## src/rtl/memory_arbiter.sv

```systemverilog
// ---------------------------------------------------------------------------
// memory_arbiter
//
// Shares one single-ported 16-bit memory between an instruction-fetch port
// and a data (load/store) port. Exactly one access is in flight at a time.
// Each access walks IDLE -> ISSUE -> RESP -> IDLE. The owner's ready pulse
// appears in the IDLE cycle that follows RESP, so accesses can run back to
// back at one every three cycles.
//
// Data normally wins arbitration. A starvation counter bounds how many data
// grants in a row can pass a waiting fetch. Once it reaches STARVE_LIMIT,
// the next contested arbitration goes to the fetch.
//
// Ports
//   clock      in   system clock, rising-edge active
//   reset      in   asynchronous, active-high reset
//   if_req     in   fetch request, held until if_ready
//   if_addr    in   fetch address [15:0]
//   if_ready   out  one-cycle pulse, fetch complete
//   if_data    out  last fetched word [15:0]
//   d_req      in   data request, held until d_ready
//   d_write    in   1 = store, 0 = load
//   d_addr     in   data address [15:0]
//   d_wdata    in   store data [15:0]
//   d_ready    out  one-cycle pulse, data access complete
//   d_rdata    out  last loaded word [15:0]
//   mem_addr   out  memory address [15:0]
//   mem_din    out  memory write data [15:0]
//   mem_write  out  memory write enable
//   mem_dout   in   memory read data [15:0], valid the cycle after the address
//   busy       out  high whenever the FSM is not IDLE
// ---------------------------------------------------------------------------
module memory_arbiter #(
    parameter int STARVE_LIMIT = 3
) (
    input  logic        clock,
    input  logic        reset,
    input  logic        if_req,
    input  logic [15:0] if_addr,
    output logic        if_ready,
    output logic [15:0] if_data,
    input  logic        d_req,
    input  logic        d_write,
    input  logic [15:0] d_addr,
    input  logic [15:0] d_wdata,
    output logic        d_ready,
    output logic [15:0] d_rdata,
    output logic [15:0] mem_addr,
    output logic [15:0] mem_din,
    output logic        mem_write,
    input  logic [15:0] mem_dout,
    output logic        busy
);

    localparam int CNT_W = (STARVE_LIMIT < 1) ? 1 : $clog2(STARVE_LIMIT + 1);
    localparam logic [CNT_W-1:0] LIMIT_CNT = CNT_W'(STARVE_LIMIT);

    typedef enum logic [1:0] {
        IDLE  = 2'd0,
        ISSUE = 2'd1,
        RESP  = 2'd2
    } state_t;

    state_t           r_state;
    state_t           w_nextState;
    logic             w_grantData;
    logic             w_grantFetch;
    logic [CNT_W-1:0] r_starveCnt;
    logic             r_ownerFetch;
    logic             r_opWrite;
    logic [15:0]      r_memAddr;
    logic [15:0]      r_memDin;
    logic             r_memWrite;
    logic [15:0]      r_ifData;
    logic [15:0]      r_dRdata;
    logic             r_ifReady;
    logic             r_dReady;

    // State register.
    always_ff @(posedge clock or posedge reset) begin
        if (reset) begin
            r_state <= IDLE;
        end else begin
            r_state <= w_nextState;
        end
    end

    // Arbitration and next state. Requests only count in IDLE.
    // Data wins unless a fetch is also waiting and has already been passed
    // STARVE_LIMIT times.
    always_comb begin
        w_nextState  = r_state;
        w_grantData  = 1'b0;
        w_grantFetch = 1'b0;
        case (r_state)
            IDLE: begin
                if (d_req && (!if_req || (r_starveCnt < LIMIT_CNT))) begin
                    w_grantData = 1'b1;
                end else if (if_req) begin
                    w_grantFetch = 1'b1;
                end
                if (w_grantData || w_grantFetch) begin
                    w_nextState = ISSUE;
                end
            end
            ISSUE:   w_nextState = RESP;
            RESP:    w_nextState = IDLE;
            default: w_nextState = IDLE;
        endcase
    end

    // Starvation counter. It only measures data grants that actually passed
    // a waiting fetch. Any cycle without a fetch request, or a fetch grant,
    // clears it.
    always_ff @(posedge clock or posedge reset) begin
        if (reset) begin
            r_starveCnt <= '0;
        end else if (!if_req || w_grantFetch) begin
            r_starveCnt <= '0;
        end else if (w_grantData && (r_starveCnt != LIMIT_CNT)) begin
            r_starveCnt <= r_starveCnt + 1'b1;
        end
    end

    // Access datapath.
    // The grant edge latches the address, store data, owner and operation.
    // The write enable covers only the ISSUE cycle.
    // The edge leaving RESP captures the read data and raises the owner's
    // ready in the same cycle, so ready and data are valid together.
    // A store leaves d_rdata untouched.
    always_ff @(posedge clock or posedge reset) begin
        if (reset) begin
            r_memAddr    <= 16'h0000;
            r_memDin     <= 16'h0000;
            r_memWrite   <= 1'b0;
            r_ownerFetch <= 1'b0;
            r_opWrite    <= 1'b0;
            r_ifData     <= 16'h0000;
            r_dRdata     <= 16'h0000;
            r_ifReady    <= 1'b0;
            r_dReady     <= 1'b0;
        end else begin
            r_ifReady <= 1'b0;
            r_dReady  <= 1'b0;
            case (r_state)
                IDLE: begin
                    if (w_grantData) begin
                        r_memAddr    <= d_addr;
                        r_memDin     <= d_wdata;
                        r_ownerFetch <= 1'b0;
                        r_opWrite    <= d_write;
                        r_memWrite   <= d_write;
                    end else if (w_grantFetch) begin
                        r_memAddr    <= if_addr;
                        r_ownerFetch <= 1'b1;
                        r_opWrite    <= 1'b0;
                        r_memWrite   <= 1'b0;
                    end
                end
                ISSUE: begin
                    r_memWrite <= 1'b0;
                end
                RESP: begin
                    r_memWrite <= 1'b0;
                    if (r_ownerFetch) begin
                        r_ifData  <= mem_dout;
                        r_ifReady <= 1'b1;
                    end else begin
                        if (!r_opWrite) begin
                            r_dRdata <= mem_dout;
                        end
                        r_dReady <= 1'b1;
                    end
                end
                default: begin
                    r_memWrite <= 1'b0;
                end
            endcase
        end
    end

    assign mem_addr  = r_memAddr;
    assign mem_din   = r_memDin;
    assign mem_write = r_memWrite;
    assign if_data   = r_ifData;
    assign d_rdata   = r_dRdata;
    assign if_ready  = r_ifReady;
    assign d_ready   = r_dReady;
    assign busy      = (r_state != IDLE);

endmodule

```

## config.mk

```make
export PLATFORM = sky130hd
export DESIGN_NAME = memory_arbiter
export DESIGN_NICKNAME = d
export VERILOG_FILES = /design/src/rtl/memory_arbiter.sv
export SDC_FILE = /design/constraint.sdc
export NUM_CORES = 1
export LEC_CHECK = 0
export ABC_AREA = 0
export CORE_ASPECT_RATIO = 1.1
export CORE_MARGIN = 2
export CORE_UTILIZATION = 41
export CTS_CLUSTER_SIZE = 24
export DETAILED_ROUTE_END_ITERATION = 7
export PLACE_DENSITY = 0.8
export SLEW_MARGIN = 20
export SYNTH_ARGS = -nofsm -noshare
export SYNTH_HDL_FRONTEND = slang
export SYNTH_SLANG_ARGS = --single-unit
```

## constraint.sdc

```tcl
create_clock -name clock -period 2.9 [get_ports clock]
set_input_delay 0.87 -clock clock [delete_from_list [all_inputs] [get_ports clock]]
set_output_delay 0.87 -clock clock [all_outputs]
set_load 0.05 [all_outputs]
```

## Word-level counts from Yosys, hierarchy flattened

Index checks and enable logic that the tools add are counted.

| word-level totals | value |
|---|---|
| latch bits | 0 |
| RAM bits | 0 |
| bits in registers | 73 |
| memories kept | 0 |
| logic and storage cells | 56 |
| output and inout port bits | 68 |
| ROM bits | 0 |
| input port bits | 69 |

| cells by class | value |
|---|---|
| div/mod/pow operators | 0 |
| multiply operators | 0 |
| shift operators | 0 |
| equal/unequal tests | 5 |
| reduce and logical (&&, ||, !) cells | 14 |
| $lt $le $gt $ge | 1 |
| $add $sub $neg | 1 |
| bitwise operators | 2 |
| multiplexer cells | 22 |

Operator list:

| operator | count |
|---|---|
| $mux W16 | 2 |
| $mux W1 | 16 |
| $mux W2 | 3 |
| $reduce_and A2 Y1 | 3 |
| $reduce_bool A2 Y1 | 3 |
| $ne A2 B2 Y1 const B | 2 |
| $pmux W2 S2 | 1 |
| $logic_or A1 B1 Y1 | 3 |
| $ne A3 B3 Y1 const B | 1 |
| $reduce_and A3 Y1 | 1 |
| $add A2 B1 Y2 const B | 1 |
| $eq A2 B1 Y1 const B | 1 |
| $eq A2 B2 Y1 const B | 1 |
| $logic_and A1 B1 Y1 | 2 |
| $logic_not A2 Y1 | 1 |
| $lt A2 B2 Y1 const B | 1 |
| $not A1 Y1 | 2 |
| $logic_not A1 Y1 | 1 |

## Logic depth before layout (Yosys ltp)

| depth | value |
|---|---|
| depth in word-level cells | 9 |
| mapped depth | 6 |
| mapped depth without buffers | 4 |

## Worst setup path before layout

Ideal clock, no wire load.

| path | value |
|---|---|
| path type | input-to-reg |
| start point | input if_req |
| end point | register r_memDin[0] (netlist: mem_din[0]) |
| path buffers | 3 |
| stages | 6 |
| library setup time | 0.125 ns |
| arrival time | 1.890 ns |
| required time | 2.775 ns |
| path slack | 0.885 ns |
| cells stage by stage | buf_4 > a21boi_2 > and2_4 > buf_6 > buf_6 > mux2_2 |

| between the ends | value |
|---|---|
| cells in the longest elaborated chain, start to end | 7 |

RTL lines:

| item | line | RTL |
|---|---|---|
| start: declaration | 38 | `input logic if_req,` |
| $logic_not A1 Y1 | 97 | `if (d_req && (!if_req \|\| (r_starveCnt < LIMIT_CNT))) begin` |
| $logic_or A1 B1 Y1 | 97 |  |
| $logic_and A1 B1 Y1 | 97 |  |
| $mux W1 | 97 |  |
| $mux W1 (2 in a row) | 95 | `case (r_state)` |
| $reduce_and A2 Y1 (no line) | -- |  |
| end signal: assignment | 149 | `r_memDin <= d_wdata;` |
| end: declaration | 72 | `logic [15:0] r_memDin;` |

Every way passes these cells. The select of a mux whose other input is x is not followed.
A chain may end at the register's enable or synchronous reset.

## Worst setup path after layout

| path | value |
|---|---|
| start point | register r_state[1] |
| end point | output busy |

| between the ends | value |
|---|---|
| cells in the longest elaborated chain, start to end | 1 |

RTL lines:

| item | line | RTL |
|---|---|---|
| start: declaration | 64 | `state_t r_state;` |
| start signal: assignment | 84 | `r_state <= w_nextState;` |
| $reduce_bool A2 Y1 | 189 | `assign busy = (r_state != IDLE);` |
| end: declaration | 52 | `output logic busy` |

Every way passes these cells.

==> results.cfg <==
[power]
clkPwrFrac_pct = 12.4
ir_drop_v = 0.000911
p_leak_nw = 1.94
p_switching_mw = 2.96
cellPowerDensity_nw_per_um2 = 1390
power_mw = 6.34
switching_share_pct = 46.6
seqPwrFrac_pct = 28.2
internal-power_mw = 3.39
power_frac_comb_pct = 59.4

[route]
wirelength_um = 7040
via_per_inst = 5.06
vias = 2147
first_iter_violations = 69
drc = 0
wl_per_cell_um = 16.6
dr_wl_met3_um = 562
routed.top_layer = met4
drt-pass1-iter-count = 4
antenna_left = 0
drt-met1-wl_um = 3020
wl_met2_um = 3320

[synth]
synthArstFlopShare_pct = 100
yosysSeqAreaShare_pct = 61.4
synth.distinct_cells = 30
synth_area_um2 = 2970
synth_top_cell_by_area = dfrtp_1
synth.area.top_cells = dfrtp_1 61%, mux2_2 14%, a221o_1 5.4%
synth.most_common_cell = dfrtp_1
syn_nets = 266
netlist.area_leader.share_pct = 61.4
synth_edf_count = 0
syn_area_per_cell_um2 = 15.2
synthCells = 196
synthTopCellsByCount = 73 x dfrtp_1, 38 x mux2_2, 16 x a221o_1
yosys_register_bits = 73
ys_warn_count = 0
yosys_most_used_dff = dfrtp_1

[die]
core_area_um2 = 7010
start_util_pct = 42.4
die_h_um = 93.3
die_area_um2 = 7950
rows = 32
die_x_um = 85.2
io_pins = 137

[final_layout]
drive_above_1_share_pct = 21.8
nFillCells = 538
final_net_count = 404
design_area_um2 = 4570
multiInputGateArea_um2 = 1020
seq_area_um2 = 1830
antenna_cells = 0
syn_to_final_growth_pct = 53.8

[sta]
grt_setup_unrepaired = no
max_freq_mhz = 411
slew_viol_final = 0
skew_ns = 0.00804
finalSetupViolCount = 0
worst_hold_slack_ns = 0.489
finalCritPeriodShare_pct = 83.9
finalCriticalPeriod_ns = 2.43
finalSetupTns_ns = 0
final_hold_viol_count = 0
setup_ws_ns = 0.466
max-slew-margin-rel_pct = 58.9
worst_slew_pin_slew_ns = 0.617

[clock_tree]
root_buffer = clkbuf_8
cts_sinks = 73
htreeDepth = 3
postCtsSetupBuffers = 0
ctsHoldBuffers = 0
clk_pin_slew_worst_paths_ns = 0.07
worstSkewPairLatency_ns = 0.34
cts_resized = 0
cts_tree = built
cts.path.max_buffers = 2
numCtsBuffers = 9

[global_route]
antenna_found_initial = 0
grt_pass1_wl_um = 11600
gr-usage-all-layers_pct = 18.7
grt_pass1_vias = 2360
grt_max_degree = 35
grt_overflow_total = 0

[critical_path]
end_kind = output pin
slowest_delay_ns = 0.42
path_cells = nor2_1 -> inv_1 -> buf_4
reg2reg_depth = 3
critPathLaunchType = flip-flop
cp.arrival_ns = 1.56
worstPathMaxFanout = 9
r2r_end = mem_din[7]$_DFFE_PP0P_
required_ns = 2.03
timing.rr.start = r_state[1]$_DFFE_PP0P_
critical_path_class = reg2out
reg2reg_slack_ns = 1.05
cpMaxStageDelayCell = dfrtp_1

[outcome]
status = complete, no violations

[placement]
place.gp.congestion = 0.770
place_area_um2 = 4380
hpwl_um = 5190
io_buffers = 136
place_ws_ns = 0.275

[worst_hold_path]
hp-class = reg2reg
min_from = r_state[0]$_DFFE_PP0P_
min_delay_worst_endpoint = d_ready$_DFF_PP0_
hold-path-cell-count = 1

[flow_run]
max_cap_viol_count = 0
## area by class of cell
type / instances / share of cell area [%]
clock inverter: 5 / 1.20
timing repair buffer: 141 / 30.8
multi-input combinational: 105 / 22.3
tap: 85 / 2.32
inverter: 4 / 0.328
clock buffer: 11 / 3.09
sequential: 73 / 39.9
## critical path: cells and delay by family, from the launching register on
family | cells | cell delay, ns
flops | 1 | 0.42
simple gates | 1 | 0.42
buf+inv | 2 | 0.40
## per-layer routing
| metal | vias to the layer above | global-route usage, % |
|---|---|---|
| li1 | 986 | - |
| met3 | 11 | 4.24 |
| met4 | 0 | 7.80 |
| met5 | - | 0 |
| met1 | 1046 | 23.8 |
| met2 | 104 | 30.6 |
## power groups by stage
stage	Sequential [mW]	Clock (mW)	Combinational (mW)
floorplan	3.40	0	0.973
global placement	1.78	0	3.73
detailed placement	1.80	0	3.80
CTS	1.79	0.805	3.80
global route	1.86	0.846	3.94
finish	1.79	0.786	3.77
## cell usage in the layout, fill, tap and decap left out, drive strengths merged
| cell type | n |
|---|---|
| nor2 | 4 |
| and2 | 1 |
| clkinv | 2 |
| clkinvlp | 2 |
| ha | 1 |
| nor3b | 1 |
| a221o | 16 |
| or2 | 1 |
| inv | 4 |
| o21ai | 2 |
| a22o | 1 |
| clkdlybuf4s50 | 135 |
| nand3b | 1 |
| nand3 | 2 |
| buf | 6 |
| nand2b | 2 |
| nor2b | 1 |
| and2b | 1 |
| and3 | 1 |
| a22oi | 1 |
| dfrtp | 73 |
| a21oi | 1 |
| nand2 | 3 |
| clkbuf | 11 |
| bufinv | 1 |
| mux2 | 48 |
| a21boi | 17 |
## worst max-delay path by stage
stage / startpoint / endpoint / slack (ns) / cells after the start
final: r_state[1]$_DFFE_PP0P_ / busy / 0.47 / 3
after CTS: r_state[1]$_DFFE_PP0P_ / busy / 0.46 / 3
after global placement: if_req / mem_din[15]$_DFFE_PP0P_ / 0.33 / 4
after detailed placement: if_req / mem_din[7]$_DFFE_PP0P_ / 0.27 / 4
after floorplan: reset / d_rdata[0]$_DFFE_PP0P_ / 0.18 / 1
after global routing: r_state[1]$_DFFE_PP0P_ / busy / 0.31 / 3
## logic make-up (layout without fill, tap and decap cells)
logic type,count (synthesis),count (layout),share of synthesized area [%]
AND/OR/NAND/NOR,18,18,3.62
buffers and inverters,18,161,4.25
adder cells (fa/ha/maj),1,1,0.421
flip-flops,73,73,61.4
multiplexers,48,48,19.4
AO/OA/AOI/OAI,38,38,10.9
## through the flow
| step | util [%] | instances |
|---|---|---|
| after floorplan | - | 196 |
| after global placement | 62.5 | 408 |
| after detailed placement | 62.5 | 408 |
| after CTS | 65.3 | 424 |
| after global routing | 65.3 | 424 |
| final | 65.3 | 424 |
## registers in the layout (all words and copies together), names as in the netlist
register	cells
if_ready	1
d_rdata	16
if_data	16
r_ownerFetch	1
r_starveCnt	2
mem_write	1
r_state	2
d_ready	1
r_opWrite	1
mem_din	16
mem_addr	16
Power figures use the tool's default switching activity.
==> RTL change 1 (same settings) <==
The 3 states of `state_t` get a one-hot encoding in 3 bits.
--- a/src/rtl/memory_arbiter.sv
+++ b/src/rtl/memory_arbiter.sv
@@ -55,10 +55,10 @@
     localparam int CNT_W = (STARVE_LIMIT < 1) ? 1 : $clog2(STARVE_LIMIT + 1);
     localparam logic [CNT_W-1:0] LIMIT_CNT = CNT_W'(STARVE_LIMIT);
 
-    typedef enum logic [1:0] {
-        IDLE  = 2'd0,
-        ISSUE = 2'd1,
-        RESP  = 2'd2
+    typedef enum logic [2:0] {
+        IDLE  = 3'b001,
+        ISSUE = 3'b010,
+        RESP  = 3'b100
     } state_t;
 
     state_t           r_state;
Check against the original RTL: same outputs for any inputs over 10 cycles, from zero or initial values and one cycle with reset high; not proved beyond that.
==> RTL change 1 against the original RTL <==
Total power shrank 7.4%; wire length grew 1.2%; critical path depth is the same; die area grew 2.3%; via count grew 7.4%; worst setup slack lost 0.068 ns; sequential cell count grew 1; clock skew shrank 0.0034 ns; synthesized cell count grew 17%; final area grew 2.9%; area after synthesis grew 2.4%; fmax shrank 2.7%; critical path type unchanged.
==> RTL change 1: results (changes against the original RTL) <==
| Metric | Value |
|---|---|
| CP peak stage delay | 0.58 ns (+0.16 ns) |
| Layout cells sized above 1 | 0.201 (-0.0178) |
| Area after DPL | 0.00449 mm2 (+2.5%) |
| Worst Hold Class | reg -> reg |
| Arrival @ worst endpoint | 1.63 ns (+0.07 ns) |
| Headroom to the max-slew limit | 0.413 (-0.176) |
| R2R cell count | 4 (+1) |
| Routability cong. | 0.707 (-8.2%) |
| Area contributors post-synth | dfrtp_1 60%, mux2_2 15%, o31ai_1 3.9% |
| Seq/Total Area, Yosys | 0.608 (-0.00601) |
| Reg-to-reg endpoint | mem_din[1]$_DFFE_PP0P_ |
| CP Max Fanout | 22 (+13) |
| # fillers | 575 (+6.9%) |
| M1 WL | 2980 um (-1.4%) |
| Reg2reg start | r_state[0]$_DFFE_PP1P_ |
| Met2 WL | 3610 um (+8.8%) |
| Syn Nets | 299 (+12%) |
| Met2 Usage GRT | 0.311 (+0.00473) |
| Min-delay src | mem_din[15]$_DFFE_PP0P_ |
| DP Wirelength | 5120 um (-1.2%) |
| WHS Endpoint | mem_din[15]$_DFFE_PP0P_ |
| Fin nets | 439 (+8.7%) |
| Setup Skew | 0.00461 ns (-0.00342 ns) |
| Met1 usage | 0.222 (-0.0161) |
| First-iteration detailed-routing DRC count | 54 (-22%) |
| Status | finished, final reports clean |
| LEAKAGE | 0.00201 uW (+3.5%) |
| Cell variety after synth | 32 (+6.7%) |
| Area taken by multi-input logic gates | 0.00110 mm2 (+7.5%) |
| CP max-delay cell | dfstp_2 |
| Top post-synthesis cells by count | 73 x dfrtp_1, 40 x mux2_2, 20 x nor2_1, 17 x a21oi_1 |
| Peak supply drop | 625 uV (-31%) |
| Number of global-route vias before repair | 2,384 (+1.0%) |
[RTL change 1: changes by cell type in the layout (fill, tap and decap cells not counted), sizes merged, moves of 2 or more]
cell    change
a21oi      +16
buf         +3
a221o      -16
nor2       +17
o21ai      +15
o31ai      +16
nand2b      -2
a21boi     -14
[RTL change 1: kinds of logic after synthesis]
logic type / share of synthesized area
DFF: 0.608
AOI/OAI and AO/OA: 0.114
muxes: 0.181
and+or+nand+nor: 0.0554
buffers and inverters: 0.0374
adders and majority gates: 0.00411
[RTL change 1: cell type report]
cell class / count / area share
Clock inverter: 5 / 0.0165
Tap cell: 85 / 0.0226
Sequential cell: 74 / 0.394
Clock buffer: 11 / 0.0300
Timing Repair Buffer: 144 / 0.302
Inverter: 3 / 0.00239
Multi-Input combinational cell: 137 / 0.233
[RTL change 1: per-stage QoR]
| step | cells | hold WS, ns |
|---|---|---|
| after floorplan | 229 | 0.444 |
| after global placement | 443 | 0.469 |
| after detailed placement | 443 | 0.477 |
| after CTS | 459 | 0.494 |
| after global routing | 459 | 0.522 |
| final | 459 | 0.491 |
[RTL change 1: worst max-delay path by stage]
stage / start / endpoint / slack, ns / depth (start not counted)
finish: r_state[0]$_DFFE_PP1P_ / busy / 0.40 / 3
global placement: if_req / mem_addr[9]$_DFFE_PP0P_ / 0.37 / 4
CTS: r_state[0]$_DFFE_PP1P_ / busy / 0.39 / 3
global route: r_state[0]$_DFFE_PP1P_ / busy / 0.32 / 3
floorplan: reset / d_rdata[0]$_DFFE_PP0P_ / 0.15 / 1
detailed placement: if_req / mem_addr[2]$_DFFE_PP0P_ / 0.31 / 4
[RTL change 1: where the power goes]
group | switching, uW | internal (uW)
Combinational | 2100 | 1180
Sequential | 242 | 1480
Clock | 362 | 505
==> RTL change 2 (same flow settings) <==
Without the edit above. The parameter `STARVE_LIMIT` goes from 3 to 6.
--- a/src/rtl/memory_arbiter.sv
+++ b/src/rtl/memory_arbiter.sv
@@ -31,7 +31,7 @@
 //   busy       out  high whenever the FSM is not IDLE
 // ---------------------------------------------------------------------------
 module memory_arbiter #(
-    parameter int STARVE_LIMIT = 3
+    parameter int STARVE_LIMIT = 6
 ) (
     input  logic        clock,
     input  logic        reset,
Behaviour: same outputs for any inputs over 10 cycles, from zero or initial values and one cycle with reset high; that may be too few to reach the edited logic, so the function may still have changed.
==> RTL change 2 against the original RTL <==
Fmax rose by 1.3%; final area increased by 3.4%; area after synthesis increased by 1.0%; critical path depth is 2 lower; worst setup slack gained 0.032 ns; critical endpoint is now if_data[0]; register-to-register slack improved by 0.07 ns; sequential cell count grew 1; wire length up 1.9%; total power rose by 1.1%.
==> RTL change 2: results (changes against the original RTL) <==
| Metric | Value |
|---|---|
| Status | finished, final reports clean |
| Cell variety after synth | 32 (+6.7%) |
| Synth Area in Compound Gates | 0.0862 (-0.0223) |
| CP peak stage delay | 0.83 ns (+0.41 ns) |
| Worst slack at placement | 0.239 ns (-0.0358 ns) |
| Post-synthesis mux area share | 0.180 (-0.0144) |
| Worst Hold Class | reg -> reg |
| Sw Share | 0.458 (-0.00815) |
| Delay-heaviest family, CP | buffers and inverters |
| Seq/Total Area, Yosys | 0.616 (+0.00219) |
| CP Max Fanout | 2 (-7) |
| H-tree levels | 3 (unchanged) |
| Syn Nets | 273 (+2.6%) |
| Synth Area in XOR/XNOR | 0 (unchanged) |
| Routed via count | 2,260 (+5.3%) |
| Synth warnings | 0 (unchanged) |
| Antenna violations before repair | 0 (unchanged) |
| Clock latency at the later pin of the worst-skew pair | 0.33 ns |
| Layout cells sized above 1 | 0.190 (-0.0285) |
| Area contributors post-synth | dfrtp_1 62%, mux2_2 14%, a221o_1 5.3% |
| Adder-cell share of the synthesized area | 0.00833 (+0.00412) |
| First-pass GRT wire length | 11,500 um (-0.95%) |
| First-iteration detailed-routing DRC count | 71 (+2.9%) |
| CTS max path bufs | 2 (unchanged) |
| Min-delay src | mem_din[3]$_DFFE_PP0P_ |
| # fillers | 540 (+0.37%) |
| I/O Buffers | 136 (unchanged) |
| Hold WS | 0.485 ns (-0.00382 ns) |
| CTS clk-pin slew, worst paths | 0.08 ns |
| Fin nets | 419 (+3.7%) |
| Setup Skew | 0.00711 ns (-0.000927 ns) |
| Peak supply drop | 785 uV (-14%) |
| Largest net degree at the start of global routing | 29 (-17%) |
| Final WS setup | 0.499 ns (+0.0323 ns) |
| Data required time of the worst path | 2.03 ns (about the same) |
| M1 WL | 2970 um (-1.7%) |
| Non-Filler Instances | 438 (+3.3%) |
| CP Launch Point | if_data[0]$_DFFE_PP0P_ |
| DR WL/cell | 16.4 um (-1.3%) |
| Routability cong. | 0.843 (+9.5%) |
| Top post-synthesis cells by count | 74 x dfrtp_1, 37 x mux2_2, 17 x nor3b_1, 16 x a221o_1, 11 x mux2_1 |
| Reg2reg start | r_state[1]$_DFFE_PP0P_ |
| Slew @ Worst Pin | 0.628 ns (+0.0107 ns) |
| DP Wirelength | 5160 um (-0.43%) |
| Metal3 WL | 516 um (-8.2%) |
| Mapped Cells | 202 (+3.1%) |
| Most common cell in the netlist | dfrtp_1 |
| Root Buffer | clkbuf_8 |
| LEAKAGE | 0.00197 uW (+1.3%) |
| Number of global-route vias before repair | 2,460 (+4.2%) |
| CP max-delay cell | clkdlybuf4s50_1 |
| Asr flop ratio synth | 1.00 (unchanged) |
| Pre-Repair DR Iteration Count | 4 (unchanged) |
| Met2 WL | 3640 um (+9.7%) |
| Post-synth top area share | 0.616 (+0.00219) |
| Total track usage | 0.185 (-0.00128) |
| Worst R2R Setup Slack | 1.12 ns (+0.07 ns) |
| Diodes inserted | 0 (unchanged) |
| Inserted Clock Buffers | 9 (unchanged) |
RTL change 2: cell families (layout without fill, tap and decap cells):
group	count (synthesis)	after routing
adder cells (fa/ha/maj)	2	2
AO/OA/AOI/OAI	30	30
multiplexers	48	48
AND/OR/NAND/NOR	30	30
buffers and inverters	18	169
flip-flops	74	74
RTL change 2: power by group through the flow:
stage                     logic (uW)  registers, uW  clock network, uW
after floorplan                  848           3420                  0
after global placement          3670           1800                  0
after detailed placement        3720           1820                  0
after CTS                       3720           1810                942
after global routing            3850           1880                991
final                           3690           1810                922
RTL change 2: layout make-up:
cell class                      instances  area share
Inverter                                6     0.00476
Clock buffer                           12      0.0349
Tap cell                               85      0.0225
Sequential cell                        74       0.392
Timing Repair Buffer                  147       0.311
Multi-Input combinational cell        110       0.220
Clock inverter                          4      0.0153
RTL change 2: path summary, 6_finish.rpt:
kind,end,cells past startpoint
min reg2reg,mem_din[3]$_DFFE_PP0P_,1
min,mem_din[3]$_DFFE_PP0P_,1
max,if_data[0],1
max in group asynchronous,mem_addr[5]$_DFFE_PP0P_,3
max reg2reg,mem_din[9]$_DFFE_PP0P_,4
min in group asynchronous,mem_din[3]$_DFFE_PP0P_,2
RTL change 2: per-layer routing:
metal,global-route usage,vias up
li1,-,1043
met1,0.224,1123
met2,0.311,90
met3,0.0571,4
met4,0.0701,0
met5,0,-
RTL change 2: repair_timing:
action | 4_1_cts | 5_1_grt
gates resized for setup | 0 | 1
endpoints found under the setup margin | 0 | 1
endpoints found under the hold margin | 0 | 0
setup buffers | 0 | 0
RTL change 2: per-stage QoR:
step | util | power (uW) | area, um2
after detailed placement | 0.637 | 5540 | 4490
after global placement | 0.637 | 5470 | 4490
after floorplan | - | 4260 | 3000
after CTS | 0.671 | 6480 | 4730
after global routing | 0.671 | 6710 | 4730
final | 0.671 | 6410 | 4730
